==> src/rtl/aftab_opt_down_counter.sv <==
// Iteration down-counter for AFTAB multi-cycle units: load, subtract a 2-bit step per enabled cycle, pulse done.
// Optional macro AFTAB_DOWNCNT_SATURATE_EN clamps an underflowing terminal count to zero instead of wrapping.
module aftab_opt_down_counter #(
    parameter int size = 8
) (
    input  logic            clk,
    input  logic            rst_n,
    input  logic            start,
    input  logic            clr,
    input  logic            en,
    input  logic [size-1:0] load_val,
    input  logic [1:0]      step,
    output logic [size-1:0] count,
    output logic            busy,
    output logic            done,
    output logic            borrow
);

    typedef enum logic [1:0] {
        s_idle = 2'd0,
        s_run  = 2'd1,
        s_done = 2'd2
    } state_t;

    state_t          state, state_nxt;
    logic [size-1:0] count_nxt;
    logic            borrow_nxt;
    logic [size:0]   diff;

    // Count written on the terminal cycle when step exceeds the remaining count.
    function automatic logic [size-1:0] underflow_count(input logic [size:0] d);
`ifdef AFTAB_DOWNCNT_SATURATE_EN
        underflow_count = '0;
`else
        underflow_count = d[size-1:0];
`endif
    endfunction

    // MSB of the widened difference is the borrow out of the decrement.
    assign diff = {1'b0, count} - {{(size-1){1'b0}}, step};

    always_comb begin
        state_nxt  = state;
        count_nxt  = count;
        borrow_nxt = borrow;
        if (clr) begin
            state_nxt = s_idle;
        end else begin
            case (state)
                s_run: begin
                    if (en && step != 2'd0) begin
                        if (diff[size]) begin
                            state_nxt  = s_done;
                            borrow_nxt = 1'b1;
                            count_nxt  = underflow_count(diff);
                        end else if (diff[size-1:0] == '0) begin
                            state_nxt  = s_done;
                            borrow_nxt = 1'b0;
                            count_nxt  = '0;
                        end else begin
                            count_nxt = diff[size-1:0];
                        end
                    end
                end
                s_idle, s_done: begin
                    if (state == s_done) begin
                        state_nxt = s_idle;
                    end
                    if (start) begin
                        borrow_nxt = 1'b0;
                        if (load_val != '0) begin
                            state_nxt = s_run;
                            count_nxt = load_val;
                        end else begin
                            state_nxt = s_done;
                            count_nxt = '0;
                        end
                    end
                end
                default: state_nxt = s_idle;
            endcase
        end
    end

    always_ff @(posedge clk or negedge rst_n) begin
        if (!rst_n) begin
            state  <= s_idle;
            count  <= '0;
            borrow <= 1'b0;
        end else begin
            state  <= state_nxt;
            count  <= count_nxt;
            borrow <= borrow_nxt;
        end
    end

    assign busy = (state == s_run);
    assign done = (state == s_done);

endmodule

==> config.mk <==
export PLATFORM = sky130hd
export DESIGN_NAME = aftab_opt_down_counter
export DESIGN_NICKNAME = d
export VERILOG_FILES = /design/src/rtl/aftab_opt_down_counter.sv
export SDC_FILE = /design/constraint.sdc
export NUM_CORES = 1
export LEC_CHECK = 0
export ABC_AREA = 1
export CORE_UTILIZATION = 45
export DETAILED_ROUTE_END_ITERATION = 8
export MAX_ROUTING_LAYER = met4
export PLACE_DENSITY_LB_ADDON = 0.15
export SLEW_MARGIN = 10
export SYNTH_ARGS = -nofsm -noshare
export SYNTH_HDL_FRONTEND = slang
export SYNTH_SLANG_ARGS = --single-unit
==> constraint.sdc <==
create_clock -name clk -period 4.27 [get_ports clk]
set_input_delay 1.0675 -clock clk [delete_from_list [all_inputs] [get_ports clk]]
set_output_delay 1.0675 -clock clk [all_outputs]
set_load 0.02 [all_outputs]
==> reports/results.tsv, run 1 <==
metric	value	unit
run status	finished clean	
Area after DPL	1181	um2
post-synthesis cell area	910.9	um2
initial antenna violation count	0	
final worst path period share	69.89	%
final instance area	1207	um2
clock-pin slew on the worst setup and hold paths	0.08	ns
Setup Fix Bufs, Post-CTS	0	
max_cap viols	0	
Net Count, Synth	147	
fraction of layout cells with a size suffix above 1	13.55	%
P_leak	0.5432	nW
post-synth top area share	30.22	%
CTS resizes	0	
I/O Buffers	25	
Die X	46.99	um
starting DRC count in detailed routing	14	
nets	175	
CP Capture Type	primary output	
Slew @ Worst Pin	0.6027	ns
pwr/cell area	628.4	nW/um2
area of the die	2208	um2
Clock Path Buffers	2	
CP Data Arrival Time	1.92	ns
final hold vios	0	
# hold bufs at CTS	0	
Critical Path RT	3.20	ns
Syn. warnings	0	
Cells after Synth	128	
CTS tree	built	
slowest CP cell	dfrtp_1	
CTS Root Cell	clkbuf_4	
Critical Path Fanout Max	18	
Setup-failing EPs final	0	
max incr delay on CP	0.73	ns
register area share after synthesis	30.22	%
area leader, netlist	dfrtp_1	
Hold Path Class	reg2reg	
first-pass GRT wire length	3615	um
Post-DRT Antenna Nets	0	
Slew Viols, Final	0	
Top delay family on crit path	buffers and inverters	
Max IR drop VDD	0.3585	mV
CP bufs+invs	2	
GRT Overall Usage	24.10	%
vias per cell	5.139	
critical-path cell list	inv_4 -> nor2_2 -> clkdlybuf4s50_1	
Clock H-tree levels	1	
Synth-to-Final Area Change	32.56	%
via count	925	
Setup CP Type	reg2out	
antenna cells	0	
Routed WL per cell	12.23	um
HPWL Detailed	1732	um
# rows	15	
Fmax	335.1	MHz
largest cells by area after synthesis	dfrtp_1, nand2_1, inv_1, nor2_1, ha_1	
Setup Skew	0.002819	ns
die height	46.99	um
largest net degree at the start of global routing	19	
gr ovfl total	0	
TritonCTS Sinks	11	
worst skew pair latency	0.27	ns
IO Count	26	
drt drc	0	
starting density of the core	50.56	%
Syn Area/Cell	7.116	um2
drt first pass iters	4	
Max-slew headroom	59.82	%
Synth Register Bits	11	
setup TNS	0	ns
GP Congestion	0.9419	
Startpoint Class	flop	
core box area	1802	um2
final wirelength	2201	um
vias in the first global route	834	
Yosys cell types	28	
unrepaired setup endpoints after global routing	no	
TritonCTS Buffers	3	
post-layout min period	2.984	ns
Overall Power	0.7587	mW
[cell usage in the layout (no fill, tap or decap)]
cell type,netlist,final
dfrtp_1,11,11
o21a_1,1,1
o21ai_1,6,6
fa_1,1,1
a21oi_1,7,7
o21ai_0,1,1
inv_6,1,1
nand3_1,6,6
nand4_1,3,3
inv_4,1,1
clkdlybuf4s50_1,0,25
nor2_1,15,15
o211ai_1,3,3
clkbuf_4,0,3
xor2_2,1,1
clkbuf_1,1,1
nand2_4,1,1
a22oi_1,3,3
inv_1,15,15
o21ai_2,1,1
nand2_1,30,30
nand3_2,1,1
nand4_4,1,1
inv_2,1,1
nand3b_1,2,2
nor2_2,6,6
ha_1,3,3
nand2_2,4,4
and2_1,1,1
[worst paths after layout]
check	from	endpoint	cells after the start	slack [ns]
max	state[0]$_DFFE_PN0P_	busy	3	1.29
min	borrow$_DFFE_PN0P_	borrow$_DFFE_PN0P_	2	0.49
max reg2reg	count[0]$_DFFE_PN0P_	borrow$_DFFE_PN0P_	13	2.30
min reg2reg	borrow$_DFFE_PN0P_	borrow$_DFFE_PN0P_	2	0.49
max in group asynchronous	rst_n	count[2]$_DFFE_PN0P_	1	2.77
min in group asynchronous	rst_n	count[7]$_DFFE_PN0P_	1	1.14
[layout make-up]
cell class | count | area (um2)
Fill cell | 182 | 594.3
Timing Repair Buffer | 25 | 250.2
Tap cell | 25 | 31.28
Sequential cell | 11 | 275.3
Multi-Input combinational cell | 97 | 549.3
Inverter | 18 | 75.07
Clock buffer | 4 | 26.28
[power by group]
group	switching, mW	total (mW)	internal (mW)
Clock	0.0399	0.0760	0.0361
Combinational	0.271	0.470	0.199
Sequential	0.0669	0.212	0.145
Total	0.378	0.759	0.380
[flip-flops by register name, summed over array words and instances (netlist names)]
register / cells
state: 2
count: 8
borrow: 1
[through the flow]
step	setup slack (ns)	hold slack (ns)	cells	util [%]
after detailed placement	1.143	0.4656	176	65.56
after floorplan	1.745	0.5753	128	-
final	1.286	0.4902	180	67.01
after CTS	1.278	0.4931	180	67.01
after global placement	1.222	0.4613	176	65.56
after global routing	1.172	0.5113	180	67.01
[metal layers]
metal	global-route usage, %	up-vias	part of all wire (%)
li1	-	476	-
met1	30.59	422	47
met2	38.89	23	47
met3	3.462	4	4.6
met4	8.571	0	1.5
met5	-	-	0
[cells in the mapped netlist]
| library cell | instances |
|---|---|
| nand2_1 | 30 |
| inv_1 | 15 |
| nor2_1 | 15 |
| dfrtp_1 | 11 |
| a21oi_1 | 7 |
| nand3_1 | 6 |
| nor2_2 | 6 |
| o21ai_1 | 6 |
| nand2_2 | 4 |
| a22oi_1 | 3 |
| ha_1 | 3 |
| nand4_1 | 3 |
| o211ai_1 | 3 |
| nand3b_1 | 2 |
| and2_1 | 1 |
| buf_4 | 1 |
| clkbuf_1 | 1 |
| fa_1 | 1 |
| inv_2 | 1 |
| inv_4 | 1 |
| inv_6 | 1 |
| nand2_4 | 1 |
| nand3_2 | 1 |
| nand4_4 | 1 |
| o21a_1 | 1 |
| o21ai_0 | 1 |
| o21ai_2 | 1 |
| xor2_2 | 1 |
[logic make-up (layout without fill, tap and decap cells)]
kind of cell               count (synthesis)  in the layout  share of synthesized area, %
and+or+nand+nor                           70             70                         37.77
buffers and inverters                     20             47                         9.478
DFF                                       11             11                         30.22
xor gates and xnor gates                   1              1                         1.786
adders and majority gates                  4              4                         6.319
AOI/OAI and AO/OA                         22             22                         14.42
[worst reg2reg max path, cell delays in order (launching register included)]
cell and delay [ns]:
dfrtp_1 0.36, inv_1 0.08, ha_1 0.20, fa_1 0.51, nand2_1 0.05, nand3b_1 0.16, nor2_2 0.10, nand2_1 0.06
nor2_2 0.10, nand2_2 0.06, nand2_2 0.06, nand2_1 0.05, nand2_1 0.05, nand2_1 0.04
No activity file was read; power rests on OpenSTA's default activity.
==> run 2: changes to the inputs <==
Clock period 4.27 ns to 2.89 ns, I/O delays scaled along.
==> run 2 against run 1 <==
  * Highest routed layer unchanged
  * Combinational power rose by 54%
  * Die area stayed put
  * Final cell count is 0.56% higher
  * Critical path depth is 10 higher
  * Largest cell class unchanged
  * Register-to-register slack got worse by 1.4 ns
  * Clock-buffer cell count stayed put
  * First-iteration DRC count grew 43%
  * Worst setup slack lost 0.91 ns
  * Clock skew rose by 0.0012 ns
  * Critical path type is now in2reg
  * Final area grew 0.62%
==> reports/results.tsv, run 2 (synthesis gave the netlist of run 1 again) <==
metric	value	unit	change
number of flip-flops in the largest register	8		unchanged
area of the die	2208	um2	unchanged
TritonCTS Sinks	11		unchanged
Util after Layout	67.43	%	+0.42 points
final hold vios	0		unchanged
vias per cell	5.022		-2.3%
final hold slack	0.4980	ns	+0.007796 ns
final instance area	1215	um2	+0.62%
CP Data Arrival Time	2.68	ns	+0.76 ns
critical-path cell list	clkdlybuf4s50_1 -> ha_1 -> fa_1 -> nand2_1 -> nand3b_1 -> nor2_2 -> nand2_1 -> nor2_2 -> nand2_2 -> nand2_2 -> nand2_1 -> nand2_1 -> nand2_1		
Fmax	397.2	MHz	
# hold bufs at CTS	0		unchanged
Hold Path Class	reg2reg		
starting DRC count in detailed routing	20		+6
nets	176		+0.57%
Clock Path Buffers	2		unchanged
HPWL Detailed	1778	um	+2.6%
core box area	1802	um2	unchanged
Setup Skew	0.003970	ns	+0.001150 ns
post-layout min period	2.518	ns	
drt drc	0		unchanged
Biggest register	count		
Critical Path Fanout Max	3		-15
run status	finished clean		
CTS tree	built		
Critical Path RT	3.05	ns	-0.15 ns
initial antenna violation count	0		unchanged
CP bufs+invs	1		-1
worst skew pair latency	0.27	ns	about the same
unrepaired setup endpoints after global routing	no		
first-pass GRT wire length	3677	um	+1.7%
largest net degree at the start of global routing	18		-1
setup TNS	0	ns	unchanged
die height	46.99	um	unchanged
Area after DPL	1189	um2	+0.64%
TritonCTS Buffers	3		unchanged
Setup CP Type	in2reg		
pwr/cell area	926.6	nW/um2	+47%
reg-to-reg endpoint	borrow$_DFFE_PN0P_		
Synth-to-Final Area Change	33.38	%	
clock-pin slew on the worst setup and hold paths	0.07	ns	about the same
Multi-input gate area	549.3	um2	unchanged
CP Capture Type	flop		
Max-slew headroom	65.23	%	+5.4 points
commonest non-fill, non-tap cells in the layout	nand2_1, clkdlybuf4s50_1, inv_1, nor2_1, dfrtp_1		
IO Count	26		unchanged
commonest non-fill, non-tap cell in the layout	nand2_1		
fraction of layout cells with a size suffix above 1	14.10	%	+0.55 points
Top delay family on crit path	adder cells		
Overall Power	1.126	mW	+48%
final wirelength	2176	um	-1.1%
Largest regs	count (8), state (2), borrow (1)		
GP Congestion	0.9379		-0.42%
gr ovfl total	0		unchanged
cell with the most instances on the worst path	nand2_1		
vias in the first global route	880		+5.5%
Slew @ Worst Pin	0.5198	ns	-0.08284 ns
final worst path period share	87.12	%	
Max IR drop VDD	0.6332	mV	+77%
starting density of the core	50.56	%	unchanged
register area	275.3	um2	unchanged
P_leak	0.5481	nW	+0.91%
drt first pass iters	4		unchanged
Startpoint Class	input port		
CP endpoint	borrow$_DFFE_PN0P_		
FILL cells	156		-14%
CTS Root Cell	clkbuf_4		
# rows	15		unchanged
GRT Overall Usage	25.00	%	+0.90 points
Clock H-tree levels	1		unchanged
via count	909		-1.7%
Worst R2R Start	count[0]$_DFFE_PN0P_		
FF-to-FF setup slack	0.91	ns	-1.39 ns
Reg2Reg Depth	13		unchanged
cell count along the critical path	13		+10
Setup Fix Bufs, Post-CTS	0		unchanged
Slew Viols, Final	0		unchanged
max_cap viols	0		unchanged
antenna cells	0		unchanged
max incr delay on CP	0.51	ns	-0.22 ns
Post-DRT Antenna Nets	0		unchanged
Routed WL per cell	12.02	um	-1.7%
Critical Path Start	step[0]		
CTS resizes	0		unchanged
Setup-failing EPs final	0		unchanged
Die X	46.99	um	unchanged
slowest CP cell	fa_1		
I/O Buffers	25		unchanged
## run 2: how the worst min path moves through the flow
stage                  startpoint                  to  slack [ns]  cells past startpoint
6_report       borrow$_DFFE_PN0P_  borrow$_DFFE_PN0P_        0.50                      2
5_1_grt        borrow$_DFFE_PN0P_  borrow$_DFFE_PN0P_        0.54                      2
4_1_cts        borrow$_DFFE_PN0P_  borrow$_DFFE_PN0P_        0.51                      2
3_5_place_dp   borrow$_DFFE_PN0P_  borrow$_DFFE_PN0P_        0.48                      2
3_3_place_gp   borrow$_DFFE_PN0P_  borrow$_DFFE_PN0P_        0.46                      2
2_1_floorplan               rst_n  borrow$_DFFE_PN0P_        0.43                      0
## run 2: stage by stage
step                      worst slack [ns]  std cells
final                               0.3722        181
after floorplan                     0.7101        128
after CTS                           0.3763        181
after detailed placement           0.09054        177
after global routing                0.2462        181
after global placement              0.1901        177
## run 2: tightest hold or removal path, cell delays in order, from the launching register on
cell	delay, ns
dfrtp_1	0.36
nand2_1	0.06
nand2_1	0.05
## run 2: metal layers
layer / share of wire (%) / global-route usage, % / vias to the layer above
met1: 45 / 29.88 / 406
met2: 49 / 40.00 / 25
li1: - / - / 476
met3: 4.6 / 3.846 / 2
met5: 0 / - / -
met4: 0.69 / 13.71 / 0
## run 2: power breakdown
group | total (mW) | switching (mW) | internal [mW]
combinational | 0.725 | 0.426 | 0.300
sequential | 0.292 | 0.0761 | 0.215
clock | 0.109 | 0.0553 | 0.0534
total | 1.13 | 0.557 | 0.568
## run 2: cell type report
type / instances / share of cell area, %
sequential: 11 / 22.66
inverter: 18 / 6.179
timing repair buffer: 26 / 21.22
tap: 25 / 2.575
clock buffer: 4 / 2.163
multi-input combinational: 97 / 45.21
